[config.mk]
export PLATFORM = sky130hd
export DESIGN_NAME = bootmem
export DESIGN_NICKNAME = d
export VERILOG_FILES = /design/src/rtl/bootmem.sv
export SDC_FILE = /design/constraint.sdc
export NUM_CORES = 2
export LEC_CHECK = 0
export ABC_CLOCK_PERIOD_IN_PS = 6000
export CORE_MARGIN = 8
export CORE_UTILIZATION = 29
export CTS_CLUSTER_DIAMETER = 100
export DETAILED_ROUTE_END_ITERATION = 10
export GPL_TIMING_DRIVEN = 0
export MAX_ROUTING_LAYER = met4
export SETUP_SLACK_MARGIN = 0.15
export SYNTH_ARGS = -nofsm -noshare
export SYNTH_HDL_FRONTEND = slang
export SYNTH_SLANG_ARGS = --single-unit
[constraint.sdc]
create_clock -name clk -period 6 [get_ports clk]
set_input_delay 1.5 -clock clk [delete_from_list [all_inputs] [get_ports clk]]
set_output_delay 1.5 -clock clk [all_outputs]
set_load 0.01 [all_outputs]
[src/rtl/bootmem.sv]
// ---------------------------------------------------------------------------
// bootmem -- byte-wide unified instruction/data memory for the multicycle
// MIPS core, with a built-in boot loader front end.
//
// After reset the block fills its array from an external byte stream
// (valid/ready handshake) while holding the core in reset. Once the stream
// ends (ld_last, or the top address has been written) it spends one cycle in
// RELEASE, then drops cpu_reset and serves the core's reads and writes.
//
// Optional feature macro: BOOTMEM_OUTPORT_EN
//   When defined, address all-ones in RUN is a memory-mapped output port:
//   stores there update out_port and pulse out_strobe instead of writing
//   the array, and loads there return out_port.
//   When undefined, all-ones is ordinary memory and out_port/out_strobe
//   are constant 0.
//
// Ports:
//   clk         in   clock, all state changes on the rising edge
//   reset       in   asynchronous active-low reset
//   ld_valid    in   loader byte valid
//   ld_data     in   loader byte
//   ld_last     in   final loader byte marker (qualified by ld_valid)
//   ld_ready    out  loader byte accepted this cycle when ld_valid is high
//   cpu_reset   out  registered active-high synchronous reset for the core
//   memread     in   core read request
//   memwrite    in   core write request
//   adr         in   core byte address
//   writedata   in   core store data (low byte is stored)
//   memdata     out  combinational read data to the core
//   out_port    out  last value stored to the output port
//   out_strobe  out  one-cycle pulse after each output-port store
// ---------------------------------------------------------------------------
module bootmem #(
    parameter int WIDTH = 8
) (
    input  logic             clk,
    input  logic             reset,
    input  logic             ld_valid,
    input  logic [7:0]       ld_data,
    input  logic             ld_last,
    output logic             ld_ready,
    output logic             cpu_reset,
    input  logic             memread,
    input  logic             memwrite,
    input  logic [WIDTH-1:0] adr,
    input  logic [WIDTH-1:0] writedata,
    output logic [WIDTH-1:0] memdata,
    output logic [7:0]       out_port,
    output logic             out_strobe
);

    localparam int               DEPTH   = 1 << WIDTH;
    localparam logic [WIDTH-1:0] ADR_TOP = '1;

    typedef enum logic [1:0] {
        S_LOAD    = 2'd0,
        S_RELEASE = 2'd1,
        S_RUN     = 2'd2
    } state_e;

    state_e           state_q;
    logic [WIDTH-1:0] ptr_q;
    logic             cpu_reset_q;

    // Memory array: deliberately not reset, so a reload only overwrites the
    // bytes it actually delivers.
    logic [7:0]       mem_q [DEPTH];

    logic             run;
    logic             ld_hs;
    logic             port_hit;
    logic             mem_we_d;
    logic [WIDTH-1:0] mem_waddr_d;
    logic [7:0]       mem_wdata_d;
    logic [7:0]       rd_byte;

    assign run = (state_q == S_RUN);

    // ld_ready is gated by reset itself so it reads 0 while reset is held,
    // not just from the first edge after it is applied.
    assign ld_ready = reset && (state_q == S_LOAD);
    assign ld_hs    = ld_valid && ld_ready;

    // -----------------------------------------------------------------------
    // Control FSM
    // -----------------------------------------------------------------------
    always_ff @(posedge clk or negedge reset) begin
        if (!reset) begin
            state_q     <= S_LOAD;
            ptr_q       <= '0;
            cpu_reset_q <= 1'b1;
        end else begin
            // cpu_reset follows the state one edge late: it stays high
            // through the RELEASE cycle and falls on the first edge seen in
            // RUN, giving the core a clean reset cycle after the last byte.
            cpu_reset_q <= (state_q != S_RUN);
            case (state_q)
                S_LOAD: begin
                    if (ld_hs) begin
                        ptr_q <= ptr_q + 1'b1;
                        // Writing the top address ends the load even without
                        // ld_last; the pointer wraps harmlessly to 0.
                        if (ld_last || (ptr_q == ADR_TOP)) begin
                            state_q <= S_RELEASE;
                        end
                    end
                end
                S_RELEASE: state_q <= S_RUN;
                S_RUN:     state_q <= S_RUN;
                default:   state_q <= S_LOAD;
            endcase
        end
    end

    assign cpu_reset = cpu_reset_q;

    // -----------------------------------------------------------------------
    // Output port decode
    // -----------------------------------------------------------------------
`ifdef BOOTMEM_OUTPORT_EN
    logic [7:0] out_port_q;
    logic       out_strobe_q;

    // Only the core sees the port; loader writes to all-ones hit the array.
    assign port_hit = run && (adr == ADR_TOP);

    always_ff @(posedge clk or negedge reset) begin
        if (!reset) begin
            out_port_q   <= 8'h00;
            out_strobe_q <= 1'b0;
        end else begin
            out_strobe_q <= port_hit && memwrite;
            if (port_hit && memwrite) begin
                out_port_q <= writedata[7:0];
            end
        end
    end

    assign out_port   = out_port_q;
    assign out_strobe = out_strobe_q;
`else
    assign port_hit   = 1'b0;
    assign out_port   = 8'h00;
    assign out_strobe = 1'b0;
`endif

    // -----------------------------------------------------------------------
    // Single write port, shared between loader and core by state
    // -----------------------------------------------------------------------
    always_comb begin
        mem_we_d    = 1'b0;
        mem_waddr_d = ptr_q;
        mem_wdata_d = ld_data;
        if (state_q == S_LOAD) begin
            mem_we_d = ld_hs;
        end else if (run) begin
            mem_we_d    = memwrite && !port_hit;
            mem_waddr_d = adr;
            mem_wdata_d = writedata[7:0];
        end
    end

    always_ff @(posedge clk) begin
        if (mem_we_d) begin
            mem_q[mem_waddr_d] <= mem_wdata_d;
        end
    end

    // -----------------------------------------------------------------------
    // Combinational read: the core's FETCH/LBRD states capture memdata at
    // the end of the same cycle. A read to an address being written this
    // cycle naturally returns the old byte, since the array updates on the
    // edge.
    // -----------------------------------------------------------------------
    always_comb begin
        rd_byte = mem_q[adr];
        if (port_hit) begin
            rd_byte = out_port;
        end
    end

    assign memdata = (run && memread) ? WIDTH'(rd_byte) : '0;

endmodule
Yosys cells after proc, flatten, opt, wreduce, memory -nomap -nowiden:

Memories as Yosys holds them, arrays and structs flattened.
Index checks and enable logic that the tools add are counted.

* output and inout port bits: 19
* RAM bits: 2048
* logic and storage cells: 31
* memory bits (read-only): 0
* register bits: 11
* latch bits: 0
* input bits: 30
* memories kept: 1

* $mul: 0
* equality and inequality tests: 6
* divide/modulo/power cells: 0
* order comparisons: 0
* shift-type cells: 0
* mux-type cells: 12
* bitwise gates (word level): 0
* add/subtract/negate cells: 1
* reduce and logical (&&, ||, !) cells: 8

Memories
* mem_q: words 256, bits a word 8, rd ports 1, clocked after memory_dff 0, write ports 1, RTL line 67 `logic [7:0] mem_q [DEPTH];`

Operators by type and width (count)
* 8-bit two-way mux: 5
* 8-bit by 1-bit adder with 8-bit output, second input constant: 1
* 8-bit == test, second input constant: 1
* 2-bit inequality test, second input constant: 3
* 1-bit two-way mux: 4
* 2-bit two-way mux: 2
* 2-bit one-hot mux with 2 select lines: 1
* 2-bit AND reduction: 2
* 1-bit logical AND: 3
* 2-bit by 1-bit == test with 1-bit output, second input constant: 1
* 2-bit == test, second input constant: 1
* 2-bit logical NOT: 1
* 2-bit OR reduction: 1
* 1-bit logical OR: 1

Logic depth before layout (Yosys ltp):

* depth in word-level cells: 6
* depth in mapped cells: 13
* gate-level depth less buffers: 8

Worst setup path after synthesis:

Ideal clock, no wire load.

* kind: input -> register
* from: input writedata[0]
* to: memory mem_q[0][0] (data pin)
* slack: 581 ps
* stages: 2
* buffers on the path: 0
* arrival: 4597 ps
* library setup time: 823 ps
* required time: 5177 ps
* path through: nand2_1 -> nand2_1

* cells in the longest elaborated chain, start to end: 2

Ends and longest elaborated chain
* start, declared: RTL line 46 `input logic [WIDTH-1:0] writedata,`
* 8-bit two-way mux: RTL line 156 `end else if (run) begin`
* 8-bit two-way mux: RTL line 154 `if (state_q == S_LOAD) begin`
* named net mem_wdata_d[0]: RTL line 74 `logic [7:0] mem_wdata_d;`
* end, declared: RTL line 67

The timed path passes the listed nets, and every way through them passes these cells.

Final worst setup path:

* from: input adr[3]
* to: output memdata[6]

* cells in the longest elaborated chain, start to end: 2

Ends and longest elaborated chain
* start, declared: RTL line 45 `input logic [WIDTH-1:0] adr,`
* memory 256 x 8 bit
* 8-bit two-way mux: RTL line 182 `assign memdata = (run && memread) ? WIDTH'(rd_byte) : '0;`
* end, declared: RTL line 47 `output logic [WIDTH-1:0] memdata,`

No other way between the ends.

==> reports/metrics.cfg <==
[global_route]
grtUsageTotal_pct=22.58
grt_first_pass_wirelength_um=432900
grt-ovfl-total=0
grt_max_degree=93
grt_pass1_vias=45270
antenna_found_initial=28

[synth]
ys_seq_elements=2059
synth.distinct_cells=76
ys_warn_count=0
ys_seq_area_share_pct=76.11
synth_cells=4065
netlist_area_um2=81170
synth.area.top_cells=edfxtp_1 (76%), mux4_2 (10%), mux2i_1 (3.4%), nor2_1 (1.5%), o221ai_1 (0.77%)
syn_area_per_cell_um2=19.97
synth_top_cell_area_share_pct=75.77
synthArstFlopShare_pct=0.5342
synth-edff-count=2048
synth_area_leader_cell=edfxtp_1
synthFlopType=edfxtp_1

[route]
ant_nets=0
wl_per_cell_um=39.65
drtPass1Iterations=6
drcViolationCount=0
via_per_inst=5.774
drt_iter0_markers=9365
totalWireLength_um=336400
num_vias=48990

[floorplanning]
ios=49
row_count=194
fp.dieH_um=545.0
start_util_pct=29.10
die_area_um2=297100
fp.dieW_um=545.0
core_um2=278900

[run_status]
violations=capacitance limit, slew limit, setup timing
status=finished, violations left

[setup_path]
crit_top_cell=buf_4
path_class=in2out
cp_slowest_cell=nor2b_1
worstPathCellList=buf_4, buf_4, nor2b_1, nand2_4, o22ai_1, o41ai_4, nand4_1, or3_4, o31ai_4, buf_2
end_kind=primary output
path_max_fanout=10
startpoint=adr[3]
regToRegSetupSlack_ns=0.74
cp-endpoint=memdata[6]
required_ns=4.50
max_stage_delay_ns=0.83
regToRegEndpoint=mem_q[241][2]
cp-start-kind=primary input
reg2reg_from=state_q[0]
arrival_ns=4.56
r2r_cells=10

[layout]
final_cell_mix=edfxtp_1 (2048), mux4_2 (371), nor2_1 (297)
fin_util_pct=35.58
drive_gt1_share_pct=27.99
area_growth_syn_to_layout_pct=22.25
final_cell_area_um2=99220
final_common_cell=edfxtp_1
fillCellCount=25600
fin_nets=4579

[sta]
tightestPinTransition_ns=1.570
skew_ns=0.02933
fmax_mhz=165.1
finalMaxSlewViolations=14
grt_setup_unrepaired=true
fin_crit_sh_pct=100.9
finalSetupViolCount=3
finalWorstSetupSlack_ns=-0.05610
min_period_ns=6.056
relSlewSlack_pct=-5.025
finalHoldViolCount=0

[clocking]
h-tree-depth=4
clock_latency_ns=0.87
tritoncts=done
root_buffer=clkbuf_16
cts_buffers=206
clockBufferDepth=3
cts_sinks=2059
cts_hold_buf=0
cts.clk_slew.worst_paths_ns=0.06

[place]
place_area_um2=87170
port_buffers=36
finalWeightedCongestion=1.015
dp_hpwl_um=214700

[power_and_ir_drop]
powerDensity_nw_per_um2=314.6
vdd.ir_drop.worst_v=0.0002547
power_leakage_nw=31.55
p_total_mw=31.22

[flow_run]
drv_cap=2

[hold_path]
hold_path.class=reg2reg

-- layout make-up --
type	instances	area, um2	area share [%]
antenna	40	100.1	0.1009
buffer	254	4111	4.144
clock buffer	253	5373	5.415
clock inverter	129	1129	1.137
inverter	6	32.53	0.03279
multi-input combinational	1753	18840	18.99
sequential	2059	61780	62.26
tap	3724	4659	4.696
timing repair buffer	266	3201	3.226
-- synth_stat cells, types with 16 or more instances --
master	n
edfxtp_1	2048
mux4_2	368
nor2_1	317
mux2i_1	273
nand2_1	132
clkbuf_1	103
o22ai_1	82
a21oi_1	75
o221ai_1	71
nand3_1	55
o21ai_0	53
buf_2	50
a22oi_1	46
buf_6	35
buf_4	29
a31oi_1	26
mux4_1	23
buf_8	20
nor3_1	17
a211oi_1	16
-- through the flow --
stage | cells | setup TNS, ns | worst slack (ns) | hold slack, ns
floorplan | 4073 | 0 | 0.5808 | 0.4499
global placement | 7833 | -9661.78 | -4.316 | 0.4925
detailed placement | 7868 | -1493.35 | -3.490 | 0.4900
CTS | 8429 | 0 | 0.01575 | 0.5049
global route | 8476 | 0 | 0.01078 | 0.5396
finish | 8484 | -0.1118 | -0.05610 | 0.4998
-- critical path, delay by kind of cell --
kind / cells / cell delay (ns)
and+or+nand+nor: 4 / 1.55
buffers and inverters: 3 / 0.81
AOI/OAI and AO/OA: 3 / 0.66
-- routing by layer --
| metal | track usage, % | wire (um) |
|---|---|---|
| met1 | 27.17 | 115600 |
| met2 | 32.07 | 144400 |
| met3 | 8.101 | 49260 |
| met4 | 14.54 | 27180 |
| met5 | - | 0 |
-- repair_timing --
item	4_1_cts	5_1_grt
gates cloned	2	0
setup buffers	178	15
endpoints found under the setup margin	984	63
pin swaps	48	18
gates resized for setup	790	50
-- power breakdown --
group / internal (mW) / switching, mW / total, mW
registers: 15.8 / 0.00359 / 15.8
clock network: 7.05 / 5.71 / 12.8
logic: 0.882 / 1.75 / 2.63
-- worst min path at each step --
stage               startpoint         end  depth (start not counted)
finish              state_q[0]  state_q[0]                          2
global route        state_q[0]  state_q[0]                          2
CTS                 state_q[0]  state_q[0]                          2
detailed placement  state_q[0]  state_q[0]                          2
global placement    state_q[0]  state_q[0]                          2
floorplan           state_q[0]  state_q[0]                          2
-- state kept, by name (all words and copies together) (netlist names) --
| signal | cells |
|---|---|
| mem_q | 2048 |
| ptr_q | 8 |
| state_q | 2 |
| cpu_reset | 1 |
-- cell families after synthesis --
family	Yosys count	synth area share, %
flops	2059	76.11
mux	676	14.49
simple gates	609	3.236
fa+ha+maj	3	0.04625
other cells	1	0.004620
buf+inv	261	2.240
compound gates	449	3.798
xor+xnor	7	0.07554
Note: power is estimated with default switching activity, not from simulation.
